$ cat src/rtl/cpu_pkg.sv
// Shared CPU definitions: default PC/stack sizing and the control-priority
// action codes used by the control unit and the PC/stack unit.
package cpu_pkg;

  localparam int unsigned PC_W         = 8;
  localparam int unsigned RSTACK_DEPTH = 4;

  // Action codes, one per falling edge, listed lowest to highest priority
  localparam logic [2:0] ACT_HOLD  = 3'd0;
  localparam logic [2:0] ACT_INC   = 3'd1;
  localparam logic [2:0] ACT_JUMP  = 3'd2;
  localparam logic [2:0] ACT_RET   = 3'd3;
  localparam logic [2:0] ACT_CALL  = 3'd4;
  localparam logic [2:0] ACT_STALL = 3'd5;

  // Resolve simultaneous control requests to the single winning action
  function automatic logic [2:0] prio_decode(input logic stall, input logic call,
                                             input logic ret, input logic jump,
                                             input logic inc);
    if (stall)     return ACT_STALL;
    else if (call) return ACT_CALL;
    else if (ret)  return ACT_RET;
    else if (jump) return ACT_JUMP;
    else if (inc)  return ACT_INC;
    else           return ACT_HOLD;
  endfunction

endpackage

$ cat src/rtl/pc_stack_unit_if.sv
// Control/status bundle between the control unit (master) and the PC unit (slave).
interface pc_stack_unit_if
  import cpu_pkg::*;
#(
  parameter int unsigned AW    = PC_W,
  parameter int unsigned DEPTH = RSTACK_DEPTH
);

  localparam int unsigned SPW = $clog2(DEPTH + 1);

  logic          stall;
  logic          inc;
  logic          jump;
  logic          call;
  logic          ret;
  logic [AW-1:0] target;
  logic [AW-1:0] pc;
  logic [SPW-1:0] sp;
  logic          stack_full;
  logic          stack_empty;
  logic          ovf;
  logic          udf;

  modport master (
    output stall, inc, jump, call, ret, target,
    input  pc, sp, stack_full, stack_empty, ovf, udf
  );

  modport slave (
    input  stall, inc, jump, call, ret, target,
    output pc, sp, stack_full, stack_empty, ovf, udf
  );

endinterface

$ cat src/rtl/pc_stack_unit_ret_stack.sv
// Return-address LIFO: DEPTH x AW storage plus an occupancy counter.
// Updates on the falling edge; push into a full stack or pop of an empty
// stack leaves it unchanged, with no error reporting here.
module pc_ret_stack #(
  parameter  int unsigned AW    = 8,
  parameter  int unsigned DEPTH = 4,
  localparam int unsigned SPW   = $clog2(DEPTH + 1)
) (
  input  logic           clk,
  input  logic           rst,
  input  logic           push,
  input  logic           pop,
  input  logic [AW-1:0]  din,
  output logic [AW-1:0]  top,
  output logic [SPW-1:0] sp,
  output logic           full,
  output logic           empty
);

  logic [AW-1:0] mem [DEPTH];

  assign full  = (sp == SPW'(DEPTH));
  assign empty = (sp == '0);

  // Occupancy counter; push wins if both are asserted
  always_ff @(negedge clk) begin
    if (rst)
      sp <= '0;
    else if (push && !full)
      sp <= sp + SPW'(1);
    else if (pop && !empty)
      sp <= sp - SPW'(1);
  end

  // Write the pushed address into the slot just above the current top
  always_ff @(negedge clk) begin
    for (int unsigned i = 0; i < DEPTH; i++) begin
      if (!rst && push && !full && sp == SPW'(i))
        mem[i] <= din;
    end
  end

  // Top-of-stack is the entry at sp-1; reads as zero when empty
  always_comb begin
    top = '0;
    for (int unsigned i = 0; i < DEPTH; i++) begin
      if (sp == SPW'(i + 1))
        top = mem[i];
    end
  end

endmodule

$ cat src/rtl/pc_stack_unit.sv
// Program-counter unit with hardware return-address stack, stall and sticky
// overflow/underflow flags. All state changes on the falling edge of clk.
module pc_stack_unit
  import cpu_pkg::*;
#(
  parameter int unsigned AW    = PC_W,
  parameter int unsigned DEPTH = RSTACK_DEPTH
) (
  input  logic             clk,
  input  logic             rst,
  pc_stack_unit_if.slave   bus
);

  localparam int unsigned SPW = $clog2(DEPTH + 1);

  logic [2:0]     act;
  logic [AW-1:0]  pc_q;
  logic [AW-1:0]  pc_inc;
  logic [AW-1:0]  top;
  logic [SPW-1:0] sp;
  logic           full;
  logic           empty;
  logic           push;
  logic           pop;
  logic           ovf_q;
  logic           udf_q;

  assign pc_inc = pc_q + AW'(1);

  // Single winning action this edge; reset suppresses every request
  always_comb begin
    act = ACT_HOLD;
    if (!rst)
      act = prio_decode(bus.stall, bus.call, bus.ret, bus.jump, bus.inc);
  end

  assign push = (act == ACT_CALL) && !full;
  assign pop  = (act == ACT_RET)  && !empty;

  pc_ret_stack #(
    .AW    (AW),
    .DEPTH (DEPTH)
  ) u_stack (
    .clk   (clk),
    .rst   (rst),
    .push  (push),
    .pop   (pop),
    .din   (pc_inc),
    .top   (top),
    .sp    (sp),
    .full  (full),
    .empty (empty)
  );

  // Program counter update
  always_ff @(negedge clk) begin
    if (rst) begin
      pc_q <= '0;
    end else begin
      case (act)
        ACT_CALL: if (!full)  pc_q <= bus.target;
        ACT_RET:  if (!empty) pc_q <= top;
        ACT_JUMP: pc_q <= bus.target;
        ACT_INC:  pc_q <= pc_inc;
        default:  ;
      endcase
    end
  end

  // Sticky stack-error flags, cleared only by reset
  always_ff @(negedge clk) begin
    if (rst) begin
      ovf_q <= 1'b0;
      udf_q <= 1'b0;
    end else begin
      if (act == ACT_CALL && full)
        ovf_q <= 1'b1;
      if (act == ACT_RET && empty)
        udf_q <= 1'b1;
    end
  end

  assign bus.pc          = pc_q;
  assign bus.sp          = sp;
  assign bus.stack_full  = full;
  assign bus.stack_empty = empty;
  assign bus.ovf         = ovf_q;
  assign bus.udf         = udf_q;

endmodule
$ cat src/flat_wrapper.sv
// flat-port wrapper written by rule: the top's interface ports become plain ports
module pc_stack_unit_flat import cpu_pkg::*;
#(
  parameter int unsigned AW    = PC_W,
  parameter int unsigned DEPTH = RSTACK_DEPTH
)
  (clk, rst, bus_stall, bus_inc, bus_jump, bus_call, bus_ret, bus_target, bus_pc, bus_sp, bus_stack_full, bus_stack_empty, bus_ovf, bus_udf);
  pc_stack_unit_if #(.AW(AW), .DEPTH(DEPTH)) bus_i ();
  input  logic clk;
  input  logic rst;
  input wire logic [$bits(bus_i.stall)-1:0] bus_stall;
  input wire logic [$bits(bus_i.inc)-1:0] bus_inc;
  input wire logic [$bits(bus_i.jump)-1:0] bus_jump;
  input wire logic [$bits(bus_i.call)-1:0] bus_call;
  input wire logic [$bits(bus_i.ret)-1:0] bus_ret;
  input wire logic [$bits(bus_i.target)-1:0] bus_target;
  output wire logic [$bits(bus_i.pc)-1:0] bus_pc;
  output wire logic [$bits(bus_i.sp)-1:0] bus_sp;
  output wire logic [$bits(bus_i.stack_full)-1:0] bus_stack_full;
  output wire logic [$bits(bus_i.stack_empty)-1:0] bus_stack_empty;
  output wire logic [$bits(bus_i.ovf)-1:0] bus_ovf;
  output wire logic [$bits(bus_i.udf)-1:0] bus_udf;
  assign bus_i.stall = bus_stall;
  assign bus_i.inc = bus_inc;
  assign bus_i.jump = bus_jump;
  assign bus_i.call = bus_call;
  assign bus_i.ret = bus_ret;
  assign bus_i.target = bus_target;
  assign bus_pc = bus_i.pc;
  assign bus_sp = bus_i.sp;
  assign bus_stack_full = bus_i.stack_full;
  assign bus_stack_empty = bus_i.stack_empty;
  assign bus_ovf = bus_i.ovf;
  assign bus_udf = bus_i.udf;
  pc_stack_unit #(.AW(AW), .DEPTH(DEPTH)) u_core (.clk(clk), .rst(rst), .bus(bus_i));
endmodule
$ cat config.mk
export PLATFORM = sky130hd
export DESIGN_NAME = pc_stack_unit_flat
export DESIGN_NICKNAME = d
export VERILOG_FILES = /design/src/rtl/cpu_pkg.sv /design/src/rtl/pc_stack_unit_if.sv /design/src/rtl/pc_stack_unit_ret_stack.sv /design/src/rtl/pc_stack_unit.sv /design/src/flat_wrapper.sv
export SDC_FILE = /design/constraint.sdc
export NUM_CORES = 1
export LEC_CHECK = 0
export CAP_MARGIN = 20
export CORE_ASPECT_RATIO = 0.5
export CORE_UTILIZATION = 50
export DETAILED_ROUTE_END_ITERATION = 8
export GPL_TIMING_DRIVEN = 0
export PLACE_DENSITY_LB_ADDON = 0.25
export SLEW_MARGIN = 40
export SYNTH_ARGS = -nofsm -noshare
export SYNTH_HDL_FRONTEND = slang
export SYNTH_HIERARCHICAL = 1
export SYNTH_SLANG_ARGS = --single-unit
$ cat constraint.sdc
create_clock -name clk -period 8.3 [get_ports clk]
set_input_delay 1.66 -clock clk [delete_from_list [all_inputs] [get_ports clk]]
set_output_delay 1.66 -clock clk [all_outputs]
set_load 0.01 [all_outputs]
# Word-level counts from Yosys, hierarchy flattened
# Memory sizes are Yosys's and may differ from the RTL's.
# Index checks and enable logic that the tools add are counted.
[totals]
register_bits = 13
ram_bits = 32
output_inout_bits = 15
word_cells = 72
memories = 1
[classes]
n_addsub = 3
eq_ne = 10
muxes = 32
n_reduce_logical = 22
[mem_list]
columns = ["name", "words", "word_bits", "read_ports", "rd_ports_with_merged_regs", "write_ports", "line_no", "rtl"]
rows = [
  ["u_core.u_stack.mem", 4, 8, 4, 0, 1, "pc_stack_unit_ret_stack.sv:20", "logic [AW-1:0] mem [DEPTH];"],
]
[op_table]
columns = ["cell", "n"]
rows = [
  ["$mux 8", 9],
  ["$pmux 8 s4", 1],
  ["$reduce_or 8->1", 3],
  ["$mux 3", 7],
  ["$eq 3x2->1 const B", 4],
  ["$logic_and 1x1->1", 12],
  ["$mux 1", 12],
  ["$add 8x1->8 const B", 1],
  ["$eq 3x1->1 const B", 2],
  ["$eq 3x3->1 const B", 2],
  ["$mux 2", 3],
  ["$ne 2x2->1 const B", 2],
  ["$reduce_bool 4->1", 1],
  ["$add 3x1->3 const B", 1],
  ["$logic_not 1->1", 3],
  ["$logic_not 3->1", 1],
  ["$reduce_and 3->1", 1],
  ["$sub 3x1->3 const B", 1],
  ["$reduce_bool 2->1", 1],
]

# Logic depth before layout (Yosys ltp)
# Gate-level depths: netlist (run 1).
[depth]
word_depth = 17
ltp_mapped = 9
ltp_nobuf = 8

# Cells and area by module
# Netlist (run 1), hierarchy kept.
[by_module_without_submodules]
columns = ["module", "instances", "cells_per_inst", "area_per_inst_um2", "seq_area_each_um2"]
rows = [
  ["pc_ret_stack", 1, 108, 1547.7, 1021.0],
  ["pc_stack_unit", 1, 95, 778.2, 200.2],
]

==> results of run 1 <==
## cell families after synthesis
family	count (synthesis)	share of synthesized area (%)
and+or+nand+nor	57	15.8
DFF	45	52.5
buffers and inverters	23	4.41
AOI/OAI and AO/OA	64	20.8
muxes	2	0.914
xor gates and xnor gates	5	1.88
adders and majority gates	7	3.77
## Yosys cell counts (2+ instances only)
library cell / n / area [um^2]
nor3_1: 2 / 10.0
a21oi_1: 7 / 35.0
nand2_1: 9 / 33.8
buf_2: 4 / 20.0
o21ai_0: 3 / 15.0
nand3_1: 3 / 15.0
a211oi_1: 3 / 22.5
nor2b_1: 11 / 68.8
ha_1: 7 / 87.6
a222oi_1: 2 / 20.0
inv_1: 15 / 56.3
a311oi_1: 4 / 35.0
o21ai_1: 3 / 15.0
nor2_8: 2 / 40.0
xnor2_1: 4 / 35.0
dfxtp_1: 13 / 260
nor2_1: 10 / 37.5
o311ai_0: 2 / 17.5
a221oi_1: 10 / 87.6
or3_1: 2 / 12.5
o31ai_1: 8 / 60.1
nand2b_1: 3 / 18.8
a22oi_1: 13 / 97.6
nor3b_1: 3 / 22.5
edfxtp_1: 32 / 961
## area by class of cell
type,count,share of cell area [%]
multi-input combinational,135,34.3
sequential,45,40.1
tap,57,2.34
clock buffer,5,2.26
inverter,13,1.60
timing repair buffer,33,11.3
buffer,8,1.52
clock inverter,48,6.49
## registers in the layout, indices dropped and copies added, names as in the netlist
name	cells
u_core/u_stack/mem	32
u_core/bus.ovf	1
u_core/u_stack/sp	3
u_core/bus.udf	1
u_core/bus.pc	8
## final timing paths
path | endpoint
worst max-delay path | u_core/u_stack/mem[3][7]$_DFFE_NP_
worst min-delay path | u_core/bus.udf$_SDFFE_NP0P_
worst max register to register | u_core/u_stack/mem[3][7]$_DFFE_NP_
worst min register to register | u_core/bus.udf$_SDFFE_NP0P_
## power breakdown
| part | switching, mW | leakage (nW) | internal (mW) | total (mW) |
|---|---|---|---|---|
| clock network | 0.148 | 0.290 | 0.0915 | 0.239 |
| registers | 0.00454 | 0.399 | 0.246 | 0.251 |
| logic | 0.0233 | 0.521 | 0.0199 | 0.0432 |
| total | 0.176 | 1.21 | 0.358 | 0.533 |
## layer usage
layer / vias to the layer above / GRT usage [%] / routed length [um] / share of wire, %
li1: 962 / - / - / -
met1: 958 / 32.9 / 2820 / 44
met2: 137 / 37.2 / 2870 / 45
met3: 12 / 8.08 / 585 / 9.2
met4: 0 / 12.4 / 106 / 1.7
met5: - / 0 / 0 / 0
## worst max-delay path: stages
cell and delay [ps]:
clkdlybuf4s50_1 540, buf_2 270, nor2_2 260, inv_1 160
nor2_1 300, nand2b_1 320, nor3b_4 360, buf_12 170
## stage by stage
| step | hold WS, ps | util [%] |
|---|---|---|
| after detailed placement | 461 | 61.1 |
| after global routing | 498 | 68.8 |
| after floorplan | 505 | - |
| after CTS | 480 | 66.9 |
| final | 477 | 68.8 |
| after global placement | 467 | 60.7 |
## timing repair
action | 4_1_cts | 5_1_grt
gates cloned | 0 | 0
gates resized for setup | 0 | 6
endpoints found under the setup margin | 19 | 32
buffers inserted | 0 | 4
pin swaps | 0 | 3
hold buffers | 0 | 0
==> results by group, run 1 <==
Run status
  – Status: complete, no violations

Die
  – Die span in y: roughly 50 um
  – Die X: 98.5 um
  – Core area: around 4400 um^2
  – Initial Util: 52.6%
  – Die ar.: 4950 um^2
  – I/O Pins: 30
  – FP Rows: 17

Synth
  – Yosys warns: 6
  – Mapped cell area: 2330 um^2
  – Register area share after synthesis: 52.5%
  – Mapped Nets: 225
  – Ys async rst share: 0%
  – Synthesized flop and latch total: 45
  – Post-Syn Instances: 203
  – EDFF count, synth: 32
  – Syn_area_per_cell: 11.5 um^2
  – Ys flop type: edfxtp_1
  – Distinct cell type count after synthesis: between 50 and 60

CTS
  – CTS Buf Count: 5
  – Clock Latency Late Sink: 400 ps
  – H-tree Lvls: 2
  – CTS Buffer Depth: 2
  – Clk pin slew, worst setup/hold paths: 40 ps
  – Clk sinks: 45
  – TritonCTS clock tree: yes
  – CTS Root Cell: clkbuf_8

Final layout
  – Synth-to-Final Area Change: 30.9%
  – Fillers: 317
  – Post-route cell area: 3050 um^2
  – Register area: 1220 um^2
  – # diodes: 0
  – Non-Filler Instances: 344
  – Most common cell after layout, fill and taps aside: inv_1
  – Share of post-route cells with drive strength above 1: under 10%
  – Layout Nets: 308
  – Commonest cells after routing, fill and taps aside: inv_1, edfxtp_1, clkdlybuf4s50_1
  – Area of the multi-input gates: ~1000 um^2

Critical path
  – CP Capture Type: flop
  – Type of origin of the critical path: input port
  – Worst Reg-to-Reg Cells: 9
  – Arrival time worst endpoint: 4040 ps
  – CP max FO: 10
  – Reg2Reg Setup Slack: between 5000 and 6000 ps
  – R2R Path Start: u_core/u_stack/sp[0]$_SDFFE_NP0P_
  – Worst EP required: 4220 ps
  – Crit path launch: rst
  – Kind of critical path: in2reg

Placed design
  – Post-DP HPWL: 4020 um
  – Quantity of I/O buffers inserted on ports: 29
  – Placer Congestion: 0.876
  – Pre-CTS setup slack: -366 ps
  – Placed cell area: 2700 um^2
  – Placed Cells: around 290

Routing
  – Routed wire length: 6380 um
  – DR vias/cell: 6.01
  – DR pass1 iterations: 5
  – Drt drc: 0
  – DR iter-0 viols: about 170
  – Avg WL per Cell: 18.5 um
  – Via Count: 2069
  – Post-route ant nets: 0

STA
  – Worst slew margin: 53.4%
  – Setup TNS: 0 ps
  – Hold Vio Cnt, Final: 0
  – Worst Tran Pin Value: 699 ps
  – Max-slew violations: 0
  – Final setup margin: 186 ps
  – # setup viols final: 0
  – RSZ-0062 raised after global routing: false
  – Worst Skew: 41.5 ps

Power and ir drop
  – Pwr dens: 175 nW/um^2
  – Peak supply drop: approximately 0.00011 V
  – Final Power: 0.533 mW
  – Leakage: roughly 1.2 nW

GRT
  – Largest net degree at the start of global routing: 17
  – Global router's overall resource usage: 24.9%
  – First-pass GRT wire length: 9070 um
  – Total gr overflow: 0
  – Antenna violations before repair: 0
  – Vias in the first global route: 1944

Hold path
  – Worst Hold Class: reg2reg
  – Hold path depth: 2
  – Hold Startpoint: u_core/bus.udf$_SDFFE_NP0P_

Job
  – Max cap viols: 0
(Power assumes the default switching activity.)
==> run 2: changes to the inputs <==
- GPL_TIMING_DRIVEN: 0 -> unset
==> run 2 against run 1 <==
  * Routed wire length down 4.9%
  * Highest routed layer unchanged
  * Critical path type is now reg2out
  * Final area down 2.8%
  * Setup slack better by 180 ps
  * Largest power group unchanged
  * Via count down 2.1%
  * Largest cell class unchanged
  * Sequential power about the same
==> results by group, run 2 (same netlist as run 1, synthesis figures left out) <==
Critical path
  – Critical Path End: bus_stack_empty
  – CP Capture Type: output port
  – Arrival time worst endpoint: 6270 ps (+2230 ps)
  – Worst EP required: 6640 ps (+2420 ps)
  – R2r endpoint: u_core/u_stack/mem[3][0]$_DFFE_NP_
  – Kind of critical path: reg2out
  – Worst Reg-to-Reg Cells: 9 (unchanged)
  – R2R Path Start: u_core/u_stack/sp[0]$_SDFFE_NP0P_
  – CP max FO: 6 (-4)
  – Crit path launch: u_core/u_stack/sp[0]$_SDFFE_NP0P_
  – Reg2Reg Setup Slack: 5590 ps (+260 ps)
  – Type of origin of the critical path: flop

Final layout
  – Biggest register: u_core/u_stack/mem
  – Core Util, Final: 66.9% (-1.9 points)
  – # diodes: 0 (unchanged)
  – Commonest cells after routing, fill and taps aside: inv_1, edfxtp_1, clkdlybuf4s50_1
  – Most common cell after layout, fill and taps aside: inv_1
  – Fillers: 337 (+6.3%)
  – Layout Nets: 304 (-1.3%)
  – Number of flip-flops in the largest register: 32 (unchanged)
  – Share of post-route cells with drive strength above 1: 7.42% (-2.3 points)
  – Synth-to-Final Area Change: 27.3%

Hold path
  – Worst Hold Class: reg2reg
  – Hold Startpoint: u_core/bus.udf$_SDFFE_NP0P_
  – Hold path depth: 2 (unchanged)

STA
  – Worst Skew: 14.0 ps (-27.5 ps)
  – Worst slew margin: 51.3% (-2.1 points)
  – Max-slew violations: 0 (unchanged)
  – WHS: 499 ps (+22.0 ps)
  – # setup viols final: 0 (unchanged)
  – Worst Tran Pin Value: 729 ps (+30.5 ps)
  – Setup TNS: 0 ps (unchanged)
  – Hold Vio Cnt, Final: 0 (unchanged)
  – RSZ-0062 raised after global routing: false

Routing
  – Post-route ant nets: 0 (unchanged)
  – DR iter-0 viols: 169 (-2.3%)
  – Drt drc: 0 (unchanged)
  – DR vias/cell: 5.96 (-0.93%)
  – DR pass1 iterations: 5 (unchanged)
  – Via Count: 2026 (-2.1%)
  – Avg WL per Cell: 17.9 um (-3.8%)
  – Routed wire length: 6070 um (-4.9%)

CTS
  – H-tree Lvls: 2 (unchanged)
  – CTS Root Cell: clkbuf_8
  – CTS Buf Count: 5 (unchanged)
  – Clk pin slew, worst setup/hold paths: 40 ps (about the same)
  – Clock Latency Late Sink: 380 ps (-20 ps)
  – Post-cts sizing count: 0 (unchanged)
  – Clk sinks: 45 (unchanged)
  – CTS hold repair buffers: 0 (unchanged)
  – CTS Buffer Depth: 2 (unchanged)
  – TritonCTS clock tree: yes
  – Post-CTS Setup Bufs: 0 (unchanged)

Power and ir drop
  – Pwr dens: 177 nW/um^2 (+1.3%)
  – Psw: 0.168 mW (-4.7%)
  – Int Power: 0.358 mW (about the same)
  – Switching part of the total: 31.9% (-1.0 points)
  – Reg power frac: 47.8% (+0.8 points)
  – Combinational share of power: 8.0% (about the same)
  – Leakage: 1.19 nW (-1.7%)
  – Clock power frac: 44.1% (-0.8 points)
  – Peak supply drop: 0.0000965 V (-9.3%)

Die
  – Initial Util: 52.6% (unchanged)
  – FP Rows: 17 (unchanged)
  – Core area: 4420 um^2 (unchanged)
  – Die span in y: 50.2 um (unchanged)
  – I/O Pins: 30 (unchanged)
  – Die X: 98.5 um (unchanged)
  – Die ar.: 4950 um^2 (unchanged)

GRT
  – Antenna violations before repair: 0 (unchanged)
  – Largest net degree at the start of global routing: 19 (+2)
  – Met3 Resource Use GR: 9.05% (+0.97 points)
  – Global router's overall resource usage: 26.2% (+1.3 points)
  – First-pass GRT wire length: 9560 um (+5.4%)
  – Total gr overflow: 0 (unchanged)
  – Vias in the first global route: 1966 (+1.1%)
  – GRT met2 Usage: 39.1% (+1.9 points)
  – Grt peak-use layer: met2
  – M1 GR Usage: 35.4% (+2.5 points)

Placed design
  – Placer Congestion: 0.898 (+2.5%)
  – Post-DP HPWL: 4160 um (+3.4%)
  – Quantity of I/O buffers inserted on ports: 29 (unchanged)

Run status
  – Status: complete, no violations

Job
  – Max cap viols: 0 (unchanged)
==> run 2: changes by cell type in the layout (fill, tap and decap cells not counted), sizes merged <==
cell,delta
buf,-3
clkbuf,-1
==> run 2: final cells by class <==
type	count	area, um^2	area share [%]
sequential	45	1220	41.3
multi-input combinational	135	1000	33.9
inverter	13	48.8	1.65
clock inverter	48	198	6.68
tap	57	71.3	2.41
timing repair buffer	37	350	11.8
clock buffer	5	68.8	2.32
==> run 2: worst min path at each step <==
stage	end	slack, ps
after global placement	u_core/bus.udf$_SDFFE_NP0P_	480
after CTS	u_core/bus.ovf$_SDFFE_NP0P_	500
after detailed placement	u_core/bus.udf$_SDFFE_NP0P_	480
after global routing	u_core/bus.udf$_SDFFE_NP0P_	530
final	u_core/bus.udf$_SDFFE_NP0P_	500
after floorplan	u_core/bus.udf$_SDFFE_NP0P_	500
==> run 2: per-layer routing <==
metal	wire length [um]	up-vias
li1	-	946
met1	2770	977
met2	2750	98
met3	507	5
met4	41	0
met5	0	-
==> run 2: power groups by stage <==
stage                     sequential [mW]  combinational [mW]  clock [mW]
final                               0.251              0.0421       0.232
after detailed placement            0.254              0.0410      0.0342
after CTS                           0.251              0.0415       0.241
after global routing                0.251              0.0446       0.263
after floorplan                     0.255              0.0199      0.0342
after global placement              0.254              0.0403      0.0342
==> run 2: worst max-delay path: stages (launching register included) <==
cell and delay [ps]:
dfxtp_1 340, inv_1 130, ha_1 320, nand2b_1 200
inv_1 190, clkdlybuf4s50_1 570
==> run 2: metrics by stage <==
stage          power (mW)  cell area, um^2  worst slack, ps  std cells
3_5_place_dp        0.330             2700              425        289
5_1_grt             0.558             2960              197        340
2_1_floorplan       0.309             2330              553        203
6_report            0.525             2960              367        340
3_3_place_gp        0.329             2700              409        289
4_1_cts             0.533             2960              392        340
